**config.mk**
```make
export PLATFORM = sky130hd
export DESIGN_NAME = add_n
export DESIGN_NICKNAME = d
export VERILOG_FILES = /design/src/rtl/add_n.sv
export SDC_FILE = /design/constraint.sdc
export NUM_CORES = 1
export LEC_CHECK = 0
export BUFFER_PORTS_ARGS = -buffer_cell sky130_fd_sc_hd__buf_2
export CAP_MARGIN = 5
export CORE_MARGIN = 5
export CORE_UTILIZATION = 25
export DETAILED_ROUTE_END_ITERATION = 7
export GPL_TIMING_DRIVEN = 0
export SLEW_MARGIN = 20
export SYNTH_ARGS = -nofsm -noshare
export SYNTH_HDL_FRONTEND = slang
export SYNTH_SLANG_ARGS = --single-unit
```
**constraint.sdc**
```tcl
create_clock -name clock -period 5.8 [get_ports clock]
set_input_delay 0.87 -clock clock [delete_from_list [all_inputs] [get_ports clock]]
set_output_delay 0.87 -clock clock [all_outputs]
set_load 0.02 [all_outputs]
```
**src/rtl/add_n.sv**
```systemverilog
// N-bit ripple-carry adder with carry-in and carry-out, plus a one-cycle registered
// copy of the result and a signed-overflow flag for pipelined users.
module add_n #(
  parameter int N = 8
) (
  input  logic         clock,
  input  logic         reset_,
  input  logic [N-1:0] x,
  input  logic [N-1:0] y,
  input  logic         c_in,
  output logic [N-1:0] s,
  output logic         c_out,
  output logic [N-1:0] s_q,
  output logic         c_out_q,
  output logic         ovf_q
);

  logic        [N:0]   carry;
  logic signed [N-1:0] x_s;
  logic signed [N-1:0] y_s;
  logic signed [N-1:0] s_s;

  logic [N-1:0] s_p1;
  logic         c_out_p1;
  logic         ovf_p1;

  // Overflow in two's complement: like-signed operands whose sum changes sign.
  function automatic logic signed_ovf(input logic signed [N-1:0] a,
                                      input logic signed [N-1:0] b,
                                      input logic signed [N-1:0] sum);
    return (a[N-1] == b[N-1]) && (sum[N-1] != a[N-1]);
  endfunction

  // Stage p0: combinational ripple chain, valid regardless of clock or reset.
  assign carry[0] = c_in;

  genvar i;
  generate
    for (i = 0; i < N; i++) begin : g_fa
      assign s[i]       = x[i] ^ y[i] ^ carry[i];
      assign carry[i+1] = (x[i] & y[i]) | (x[i] & carry[i]) | (y[i] & carry[i]);
    end
  endgenerate

  assign c_out = carry[N];

  assign x_s = x;
  assign y_s = y;
  assign s_s = s;

  // Stage p1: registered result, cleared asynchronously by reset_.
  always_ff @(posedge clock or negedge reset_) begin
    if (!reset_) begin
      s_p1     <= '0;
      c_out_p1 <= 1'b0;
      ovf_p1   <= 1'b0;
    end else begin
      s_p1     <= s;
      c_out_p1 <= c_out;
      ovf_p1   <= signed_ovf(x_s, y_s, s_s);
    end
  end

  assign s_q     = s_p1;
  assign c_out_q = c_out_p1;
  assign ovf_q   = ovf_p1;

endmodule

```
# Word level (Yosys, flattened, before mapping)
# Index checks and enable logic that the tools add are counted.
[totals] reg_bits=10 input_bits=19 output_inout_bits=19 elab_cells=62
[op_classes] n_eq_ne=2 bitwise=56 n_reduce_logical=1
[ops] op="AND 1 bit" count=24
[ops] op="bitwise OR 1 bit" count=16
[ops] op="bitwise XOR 1 bit" count=16
[ops] op="equality test 1 bit" count=1
[ops] op="logical AND 1 bit" count=1
[ops] op="inequality test 1 bit" count=1

# Logic depth before layout (Yosys ltp)
[logic_depth] depth_word=24 ltp_mapped=13 depth_no_buf=13

# Worst setup path before layout
# No wires, ideal clock.
[synth_path] kind="input to output" from="input y[0]" to="output s[7]" t_arrival_ns=4.041 required_ns=4.930 slack_ns=0.889 stages=12 n_path_buf=0 cell_sequence="inv_1 -> fa_1 -> inv_1 -> fa_1 -> fa_1 -> fa_1 -> fa_1 -> fa_1 -> fa_1 -> inv_1 -> fa_1 -> inv_1"
[synth_via] elab_chain_len=22 elab_cells_between_ends=29 classes_between="29 x bitwise"
[synth_lines] item="from (decl)" line_no="9" text="input logic [N-1:0] y,"
[synth_lines] item="AND 1 bit" line_no="41" text="assign carry[i+1] = (x[i] & y[i]) | (x[i] & carry[i]) | (y[i] & carry[i]);"
[synth_lines] item="bitwise OR 1 bit" line_no="41"
[synth_lines] item="bitwise OR 1 bit (*)" line_no="41"
[synth_lines] item="AND 1 bit" line_no="41"
[synth_lines] item="bitwise OR 1 bit" line_no="41"
[synth_lines] item="bitwise OR 1 bit (*)" line_no="41"
[synth_lines] item="AND 1 bit" line_no="41"
[synth_lines] item="bitwise OR 1 bit" line_no="41"
[synth_lines] item="(+6 left out)"
[synth_lines] item="bitwise OR 1 bit (*)" line_no="41"
[synth_lines] item="AND 1 bit" line_no="41"
[synth_lines] item="bitwise OR 1 bit" line_no="41"
[synth_lines] item="bitwise OR 1 bit (*)" line_no="41"
[synth_lines] item="AND 1 bit" line_no="41"
[synth_lines] item="bitwise OR 1 bit" line_no="41"
[synth_lines] item="bitwise OR 1 bit (*)" line_no="41"
[synth_lines] item="bitwise XOR 1 bit (*)" line_no="40" text="assign s[i] = x[i] ^ y[i] ^ carry[i];"
[synth_lines] item="to (decl)" line_no="11" text="output logic [N-1:0] s,"
# Mark *: on every way between the ends. The rest lies on a longest branch, timed or not.

# Worst setup path after layout
# Ends and elaborated chain as after synthesis.

==> qor.csv <==
metric;value;unit
run status;finished, final reports clean;
TNS Setup;0;ns
vias in the first global route;375;
Die H;53.5;um
Starting Density;26.8;%
pwr dens;300;mW/mm^2
DPL Wire Length;1010;um
clk sinks;10;
Core Rows;15;
proportion of layout cells with a drive suffix above 1;56.3;%
Hold-fix buffers, CTS;0;
Synthesized Nets;59;
H-tree depth;1;
synthesis-to-layout area growth;50.5;%
Clk pwr share;19.9;%
class of the worst hold path;input pin to asynchronous set/reset pin;
Pint;136;uW
Residual DRC;0;
Final min period;5.21;ns
Diodes inserted;0;
GRT overflow;0;
largest net degree at the start of global routing;11;
commonest non-fill, non-tap cell in the layout;buf_2;
Slew Viols, Final;0;
PostCTS Resize Cnt;0;
synthesized area per cell;15.3;um^2
Syn Std Cell Area;473;um^2
NumNets Final;101;
postcts setup bufs;0;
IO Pins;38;
fmax;192;MHz
final antenna-violating net count;0;
gp weighted congestion;0.668;
Worst Setup End Kind;output pin;
Ys Warns;0;
first drt pass iteration count;3;
post-DR vias/cell;3.50;
max_cap viols;0;
Switching Fraction;36.4;%
initial antenna violation count;0;
Total GRT Usage;8.75;%
overall die width;53.5;um
Flop pwr share;39.4;%
deepest clock path buffer count;2;
Fill cells;195;
switching power;77.9;uW
total power;214;uW
post-synthesis register bit count;10;
first-pass GRT wire length;1630;um
Core ar.;0.00176;mm^2
clock slew at reported path FFs;0.06;ns
Worst setup SP type;input pin;
CTS tree;yes;
die area;0.00286;mm^2
Yosys cell types;6;
final WL;1060;um
post-route clock period utilization;89.8;%
Root Driver;clkbuf_4;
per-cell routed wire length;11.1;um
CP max FO;2;
DR iter-0 viols;1;
WS Path Type;input pin to output pin;
VDD IR max;0.0000957;V
PortBufs;37;
via count;336;
sequential share of the synthesized area;52.9;%
Fin. Hold Viols;0;
Synth Instances;31;
setup violators final;0;
most frequent cells in the layout;buf_2 (37), inv_1 (10), dfrtp_1 (10);
RSZ-0062 raised after global routing;no;
CTS buffer count;3;
Worst-Margin Slew;0.206;ns
Rel. slew slack;86.3;%
static leakage;0.000404;uW
worst path arrival time;4.34;ns
combinational share of power;40.7;%
CP required;4.93;ns
[state kept, by name, indices dropped and copies added (netlist names)]
| signal | flops |
|---|---|
| s_q | 8 |
| c_out_q | 1 |
| ovf_q | 1 |
[final cells by class]
| cell class | count | area [um^2] | share of cell area [%] |
|---|---|---|---|
| clock buffer | 3 | 22.5 | 3.16 |
| inverter | 10 | 37.5 | 5.27 |
| multi-input combinational | 11 | 185 | 26.0 |
| sequential | 10 | 250 | 35.1 |
| tap | 25 | 31.3 | 4.39 |
| timing repair buffer | 37 | 185 | 26.0 |
[layer usage]
metal | vias up | global-route usage (%) | part of all wire [%]
met2 | 13 | 14.9 | 60
li1 | 165 | - | -
met4 | 0 | 10.2 | 2.5
met1 | 156 | 8.44 | 31
met3 | 2 | 0.845 | 6.3
met5 | - | 0 | 0
[kinds of logic (layout without fill, tap and decap cells)]
| logic type | count (synthesis) | in the layout | share of synthesized area [%] |
|---|---|---|---|
| xor+xnor | 1 | 1 | 1.85 |
| buf+inv | 10 | 50 | 7.94 |
| simple gates | 1 | 1 | 0.793 |
| flops | 10 | 10 | 52.9 |
| fa+ha+maj | 9 | 9 | 36.5 |
[worst max-delay path: stages]
cell and delay (ns):
buf_2 0.09, inv_1 0.07, fa_1 0.17, inv_1 0.05, fa_1 0.37, fa_1 0.39, fa_1 0.39, fa_1 0.39
fa_1 0.40, fa_1 0.36, inv_1 0.09, fa_1 0.46, inv_1 0.09, buf_2 0.16
[worst paths after layout]
check                       start      end  slack (ns)  cells after the start
setup / recovery             y[0]     s[7]        0.59                     14
hold / removal             reset_  c_out_q        0.46                      1
max in group asynchronous  reset_   s_q[5]        5.16                      1
min in group clock           x[7]    ovf_q        0.91                      3
[power by group through the flow]
stage	registers [uW]	clock network, uW	logic, uW
after floorplan	104	0	36.6
after CTS	84.7	44.8	89.3
after global placement	85.7	0	87.4
after detailed placement	85.9	0	89.2
final	84.4	42.5	87.0
after global routing	85.8	48.5	95.3
[cell usage after synthesis]
cell type	n	area share, %
xor2_1	1	1.9
dfrtp_1	10	53
ha_1	1	2.6
nor2_1	1	0.79
fa_1	8	34
inv_1	10	7.9
[stage by stage]
stage | instance area [um^2] | hold WS, ns | setup WS, ns | utilization (%) | std cells
4_1_cts | 712 | 0.459 | 0.579 | 40.4 | 96
3_3_place_gp | 689 | 0.732 | 0.623 | 39.1 | 93
3_5_place_dp | 689 | 0.733 | 0.580 | 39.1 | 93
2_1_floorplan | 473 | 0.574 | 0.889 | - | 31
5_1_grt | 712 | 0.466 | 0.437 | 40.4 | 96
6_report | 712 | 0.462 | 0.592 | 40.4 | 96
(Power assumes the default switching activity.)
